<file path="src/rtl/register_file_bank.sv">
// General-purpose register bank: two combinational read ports with write bypass,
// one byte-enabled write port, r0 hardwired to zero, and a one-register-per-cycle clear sweep.
module register_file_bank #(
  parameter int WIDTH      = 32,
  parameter int ADDR_WIDTH = 5,
  parameter int DEPTH      = 32
) (
  input  logic                  clk,
  input  logic                  reset,
  input  logic                  wr_en,
  input  logic [ADDR_WIDTH-1:0] wr_addr,
  input  logic [WIDTH-1:0]      wr_data,
  input  logic [WIDTH/8-1:0]    wr_be,
  input  logic [ADDR_WIDTH-1:0] rd_addr_a,
  output logic [WIDTH-1:0]      rd_data_a,
  input  logic [ADDR_WIDTH-1:0] rd_addr_b,
  output logic [WIDTH-1:0]      rd_data_b,
  input  logic                  clr_req,
  output logic                  clr_busy,
  output logic                  wr_drop
);
  localparam int NBYTES = WIDTH / 8;
  localparam logic [ADDR_WIDTH-1:0] FIRST_IDX = ADDR_WIDTH'(1);
  localparam logic [ADDR_WIDTH-1:0] LAST_IDX  = ADDR_WIDTH'(DEPTH - 1);

  typedef enum logic {IDLE, CLEAR} state_e;

  state_e                state_q, state_d;
  logic [ADDR_WIDTH-1:0] cnt_q, cnt_d;
  logic                  wr_drop_q, wr_drop_d;
  logic [WIDTH-1:0]      regs_q [DEPTH];
  logic [WIDTH-1:0]      regs_d [DEPTH];
  logic                  wr_valid;

  function automatic logic [WIDTH-1:0] merge_lanes(input logic [WIDTH-1:0]  old_v,
                                                   input logic [WIDTH-1:0]  new_v,
                                                   input logic [NBYTES-1:0] be);
    logic [WIDTH-1:0] res;
    res = old_v;
    for (int i = 0; i < NBYTES; i++) begin
      if (be[i]) res[8*i +: 8] = new_v[8*i +: 8];
    end
    return res;
  endfunction

  // Writes to r0 are not real writes: they neither store nor count as dropped.
  assign wr_valid = wr_en && (wr_addr != '0);

  always_comb begin
    state_d   = state_q;
    cnt_d     = cnt_q;
    wr_drop_d = 1'b0;
    for (int i = 0; i < DEPTH; i++) regs_d[i] = regs_q[i];
    case (state_q)
      IDLE: begin
        if (wr_valid) regs_d[wr_addr] = merge_lanes(regs_q[wr_addr], wr_data, wr_be);
        if (clr_req) begin
          state_d = CLEAR;
          cnt_d   = FIRST_IDX;
        end
      end
      CLEAR: begin
        regs_d[cnt_q] = '0;
        wr_drop_d     = wr_valid;
        if (cnt_q == LAST_IDX) begin
          state_d = IDLE;
          cnt_d   = FIRST_IDX;
        end else begin
          cnt_d = cnt_q + FIRST_IDX;
        end
      end
    endcase
    regs_d[0] = '0;
  end

  always_ff @(posedge clk or posedge reset) begin
    if (reset) begin
      state_q   <= IDLE;
      cnt_q     <= FIRST_IDX;
      wr_drop_q <= 1'b0;
      for (int i = 0; i < DEPTH; i++) regs_q[i] <= '0;
    end else begin
      state_q   <= state_d;
      cnt_q     <= cnt_d;
      wr_drop_q <= wr_drop_d;
      for (int i = 0; i < DEPTH; i++) regs_q[i] <= regs_d[i];
    end
  end

  // Bypass only while idle; during a sweep reads see the partially cleared storage.
  always_comb begin
    rd_data_a = regs_q[rd_addr_a];
    if (rd_addr_a == '0) rd_data_a = '0;
    else if (state_q == IDLE && wr_en && wr_addr == rd_addr_a)
      rd_data_a = merge_lanes(regs_q[rd_addr_a], wr_data, wr_be);
  end

  always_comb begin
    rd_data_b = regs_q[rd_addr_b];
    if (rd_addr_b == '0) rd_data_b = '0;
    else if (state_q == IDLE && wr_en && wr_addr == rd_addr_b)
      rd_data_b = merge_lanes(regs_q[rd_addr_b], wr_data, wr_be);
  end

  assign clr_busy = (state_q == CLEAR);
  assign wr_drop  = wr_drop_q;

endmodule

</file>
<file path="config.mk">
export PLATFORM = sky130hd
export DESIGN_NAME = register_file_bank
export DESIGN_NICKNAME = d
export VERILOG_FILES = /design/src/rtl/register_file_bank.sv
export SDC_FILE = /design/constraint.sdc
export NUM_CORES = 2
export LEC_CHECK = 0
export ABC_CLOCK_PERIOD_IN_PS = 42500
export CELL_PAD_IN_SITES_DETAIL_PLACEMENT = 0
export CELL_PAD_IN_SITES_GLOBAL_PLACEMENT = 1
export CORE_UTILIZATION = 44
export DETAILED_ROUTE_END_ITERATION = 7
export GPL_ROUTABILITY_DRIVEN = 1
export PLACE_DENSITY_LB_ADDON = 0.1
export SYNTH_ARGS = -nofsm -noshare
export SYNTH_HDL_FRONTEND = slang
export SYNTH_SLANG_ARGS = --single-unit
</file>
<file path="constraint.sdc">
create_clock -name clk -period 42.5 [get_ports clk]
set_input_delay 12.75 -clock clk [delete_from_list [all_inputs] [get_ports clk]]
set_output_delay 12.75 -clock clk [all_outputs]
set_load 0.05 [all_outputs]
</file>
=== Word level (Yosys, flattened, before mapping) ===
Index checks and enable logic that the tools add are counted.

* Logic and storage cells: 109
* Output and inout bits: 66
* Register bits: 999
* Input port bits: 55

* Equality and inequality tests: 5
* Muxes and demuxes: 47
* $add $sub $neg: 1
* Bitwise logic cells: 7
* Order comparisons: 6
* Reduce and logical (&&, ||, !) cells: 9

{| class="wikitable"
|+ Operators with widths
! operator !! number
|-
| 992-bit case mux with 2 select lines || 1
|-
| 1024-bit bitwise mux || 1
|-
| 992-bit bitwise AND || 1
|-
| 992-bit two-way mux || 1
|-
| 992-bit inverter || 1
|-
| 32-bit binary-select mux with 5-bit select || 3
|-
| 32-bit two-way mux || 12
|-
| 32-bit demux with 5-bit select || 2
|-
| 8-bit two-way mux || 20
|-
| 6-bit >= comparator (second input constant) || 4
|-
| 5-bit inverter with 6-bit output || 4
|-
| 6-bit by 1-bit less-than comparator with 1-bit output (second input constant) || 2
|-
| 5-bit equality test || 2
|-
| 5-bit zero test || 2
|-
| 5-bit two-way mux || 2
|-
| 5-bit case mux with 2 select lines || 1
|-
| 1-bit logical AND || 6
|-
| 5-bit by 1-bit adder with 5-bit output (second input constant) || 1
|-
| 5-bit equality test (second input constant) || 1
|-
| 5-bit nonzero test || 1
|-
| 2-bit != test (second input constant) || 2
|-
| 1-bit two-way mux || 3
|-
| 1-bit case mux with 2 select lines || 1
|-
| 1-bit inverter || 1
|}

=== Logic depth before layout (Yosys ltp) ===
* Word-level depth: 10
* Mapped depth: 13
* Mapped depth without buffers: 6

=== Worst setup path after synthesis ===
No wires, ideal clock.

* Path kind: in2out
* Start point: input port rd_addr_a[0]
* End point: output port rd_data_a[23]
* Buffers on the path: 6
* Data required time: 29,750 ps
* Arrival time: 15,483 ps
* Setup slack: 14,267 ps
* Stages: 10
* Cells stage by stage: buf_4 > buf_2 > buf_2 > buf_2 > buf_2 > buf_2 > nand2_1 > a31oi_1 > nand3_1 > o21ai_0

* Cells in the longest elaborated chain, start to end: 7
* Elaborated cells between the ends (all ways): 10
* Classes of those cells: eq/ne (1); mux (6); bitwise (1); reduce/logical (2)

{| class="wikitable"
|+ Ends and longest elaborated chain
! item !! line !! text
|-
| from (decl) || 14 || <nowiki>input logic [ADDR_WIDTH-1:0] rd_addr_a,</nowiki>
|-
| 5-bit inverter with 6-bit output (implied by the code) || 92, 95 ||
|-
| 32-bit binary-select mux with 5-bit select || 92, 95 ||
|-
| 32-bit two-way mux (implied by the code) (2 in a row) || 92, 95 ||
|-
| 8-bit two-way mux || 41 || <nowiki>if (be[i]) res[8*i +: 8] = new_v[8*i +: 8];</nowiki>
|-
| 32-bit two-way mux || 94 || <nowiki>else if (state_q == IDLE && wr_en && wr_addr == rd_addr_a)</nowiki>
|-
| 32-bit two-way mux (*) || 93 || <nowiki>if (rd_addr_a == '0) rd_data_a = '0;</nowiki>
|-
| to (decl) || 15 || <nowiki>output logic [WIDTH-1:0] rd_data_a,</nowiki>
|}

Mark *: on every way between the ends. The rest lies on a longest branch, timed or not. The select of a mux whose other input is x is not followed.

=== Worst setup path after layout ===
* Start point: input port rd_addr_b[0]
* End point: output port rd_data_b[5]

* Cells in the longest elaborated chain, start to end: 7
* Elaborated cells between the ends (all ways): 10
* Classes of those cells: eq/ne (1); mux (6); bitwise (1); reduce/logical (2)

{| class="wikitable"
|+ Ends and longest elaborated chain
! item !! line !! text
|-
| from (decl) || 16 || <nowiki>input logic [ADDR_WIDTH-1:0] rd_addr_b,</nowiki>
|-
| 5-bit inverter with 6-bit output (implied by the code) || 99, 102 ||
|-
| 32-bit binary-select mux with 5-bit select || 99, 102 ||
|-
| 32-bit two-way mux (implied by the code) (2 in a row) || 99, 102 ||
|-
| 8-bit two-way mux || 41 ||
|-
| 32-bit two-way mux || 101 || <nowiki>else if (state_q == IDLE && wr_en && wr_addr == rd_addr_b)</nowiki>
|-
| 32-bit two-way mux (*) || 100 || <nowiki>if (rd_addr_b == '0) rd_data_b = '0;</nowiki>
|-
| to (decl) || 17 || <nowiki>output logic [WIDTH-1:0] rd_data_b,</nowiki>
|}

Marked as above.

==> impl_metrics.csv <==
group,metric,value,unit
grt,antenna_found_initial,9,
synthesis,netlist_top_cells_count,"dfrtp_1 (998), nand2_1 (829), o21ai_0 (768)",
synthesis,synth_ff_type,"dfrtp_1",
clock_tree,numCtsBuffers,114,
layout,multi_input_area,33840,µm²
min_path,holdPathStages,2,
critical_path,r2r_start,"clr_busy$_DFF_PP0_",
floorplanning,io_pins,121,
min_path,hp-start,"regs_q[566]$_DFFE_PP0P_",
timing,tns,0,ps
synthesis,yosysWarnings,0,
critical_path,rrSetupSlack,38630,ps
timing,slew_headroom,-3.558,%
layout,num-fill-cells,12680,
layout,finalNetCount,5491,
layout,seq_area,25000,µm²
synthesis,synth_edf_count,0,
grt,grt_pass1_wl,412600,µm
route,drt_iter0_markers,7875,
route,avgViaCountPerCell,7.356,
placed_design,dpl.hpwl,185900,µm
clock_tree,cts_tree,"built",
timing,setup_slack,11350,ps
route,drt-total-wl,293900,µm
synthesis,async_flop_share,100.0,%
synthesis,ys_seq_elements,999,
grt,grt_max_degree,164,
placed_design,place_ws,11500,ps
critical_path,cp_data_required_time,29750,ps
synthesis,synthSimpleGateAreaFrac,8.524,%
critical_path,cp.arrival,18400,ps
floorplanning,start_util,44.30,%
placed_design,io_buffer_count,120,
flow_run,drv_cap,1,
pwr,ir_drop,0.04917,mV
clock_tree,postCtsSetupRepairBufs,0,
synthesis,avgSynthCellArea,10.92,µm²
clock_tree,clock_sinks,999,
timing,drv_slew,5,
synthesis,synth_most_common_cell,"dfrtp_1",
pwr,leakagePower,0.02836,µW
critical_path,rr_endpoint,"regs_q[489]$_DFFE_PP0P_",
clock_tree,clk_latency,750,ps
min_path,hp-class,"register to register",
synthesis,netlist-cell-type-count,82,
synthesis,synth_top_area_share,41.00,%
floorplanning,die-width,374.1,µm
synthesis,synth_mux_area_share,26.54,%
floorplanning,core,137500,µm²
floorplanning,row_count,136,
floorplanning,die_area,139900,µm²
layout,area_growth,12.03,%
timing,worstMarginPinSlew,1542,ps
grt,grt_pass1_vias,51880,
synthesis,yosys.area_share.xor_xnor,0.1725,%
critical_path,crit_fanout,84,
pwr,power_density,44.95,nW/µm²
clock_tree,cts.repair.resized,0,
clock_tree,clock-root-buffer,"clkbuf_16",
critical_path,rr_worst_depth,7,
route,dr.pass1.iters,6,
grt,grt_usage,41.58,%
clock_tree,path_clk_slew,60,ps
route,vias,53900,
critical_path,worst_setup_path_start_kind,"primary input",
synthesis,syn_inst,5578,
critical_path,critPathKind,"primary input to output port",
timing,whs,518.0,ps
pwr,power,3068,µW
synthesis,synth-compound-area-share,19.18,%
timing,rsz0062_at_grt,"no",
route,postRouteAntennaNets,0,
synthesis,syn_area,60910,µm²
synthesis,synth_fa_ha_area_share,0.1027,%
clock_tree,hold_buffers,0,
route,avgRoutedWirePerCell,40.11,µm
synthesis,synthesis.nets,5638,
synthesis,yosys.area.top_type,"dfrtp_1",
run_status,violations,"max-capacitance violations, max-slew violations",
critical_path,critPathCaptureType,"output port",
grt,grt-ovfl-total,0,
synthesis,yosys-top-cells-area,"dfrtp_1 (41%), mux4_2 (18%), o21ai_0 (6.3%)",
timing,period_needed,31150,ps
min_path,holdPathEnd,"regs_q[566]$_DFFE_PP0P_",
floorplanning,dieHeight,374.1,µm
timing,finalSetupViolCount,0,
timing,skew,19.77,ps
timing,fin_crit_sh,73.28,%
clock_tree,htreeDepth,3,
clock_tree,cts.path.max_buffers,3,
timing,hold_viol,0,
run_status,status,"finished, violations left",
placed_design,gp_routability_congestion,1.013,
synthesis,ys_seq_area_share,41.04,%
synthesis,synth_top_family_by_area,"multiplexers",
route,drc,0,
layout,drive_above_1_share,21.27,%
timing,fmaxAchievable,32.11,MHz
==> power by group <==
group	switching, µW	total [µW]	leakage, µW	internal [µW]
registers	131	1200	0.0139	1070
clock network	449	1120	0.00205	667
logic	472	750	0.0125	277
total	1050	3070	0.0284	2020
==> per-stage QoR <==
step	std cells	utilization (%)	area, µm²
CTS	7323	49.63	68230
floorplan	5578	-	60910
global placement	7109	46.58	64050
global route	7323	49.63	68230
detailed placement	7109	46.58	64050
finish	7327	49.63	68240
==> registers in the layout (all words and copies together) (netlist names) <==
register,cells
regs_q,992
cnt_q,5
clr_busy,1
wr_drop,1
==> metal layers <==
metal  up-vias  track usage [%]  share of wire [%]
met5         -                0             0.0051
met3       871            12.55                 12
li1      21140                -                  -
met2      3982            59.19                 42
met1     27900            54.43                 38
met4         2            28.33                8.2
==> worst max-delay path by stage <==
stage / from / to / slack, ps / cells after the start
2_1_floorplan: reset / clr_busy$_DFF_PP0_ / 1640 / 1
3_3_place_gp: rd_addr_b[0] / rd_data_b[29] / 11530 / 11
3_5_place_dp: rd_addr_b[0] / rd_data_b[29] / 11500 / 11
4_1_cts: rd_addr_b[0] / rd_data_b[29] / 11480 / 11
5_1_grt: rd_addr_b[0] / rd_data_b[29] / 11140 / 11
6_report: rd_addr_b[0] / rd_data_b[5] / 11350 / 11
==> cell families (layout without fill, tap and decap cells) <==
group | Yosys count | in the layout
compound gates | 1755 | 1755
xor+xnor | 12 | 12
fa+ha+maj | 5 | 5
buf+inv | 613 | 564
flops | 999 | 999
mux | 975 | 975
other cells | 0 | 4
simple gates | 1219 | 1219
==> cell usage in the layout (no fill, tap or decap), drive strengths merged, types with 19 or more instances in the layout <==
master,instances
dfrtp,998
bufinv,21
o31ai,25
mux2,120
nor2b,19
o22ai,62
o21ai,772
clkbuf,143
a22o,312
a22oi,122
clkinv,36
nand3,38
mux4,500
mux2i,355
clkdlybuf4s50,107
a221oi,128
nor3,74
buf,227
o22a,19
a21oi,127
nand2,829
a221o,41
nor2,156
o2111ai,26
==> critical path: stages <==
cell and delay [ps]:
buf_8 440, buf_12 520, buf_4 790, buf_4 830, mux2i_1 180, a221oi_1 340, o21ai_0 150, a21oi_1 430
nor3_1 100, nor2_1 580, clkdlybuf4s50_1 940
==> area by class of cell <==
class	instances	share of cell area (%)
antenna	4	0.01467
clock buffer	143	4.756
clock inverter	71	1.375
inverter	16	0.1008
multi-input combinational	3966	49.58
sequential	999	36.63
tap	1794	3.289
timing repair buffer	334	4.246
No activity file was read; power rests on OpenSTA's default activity.
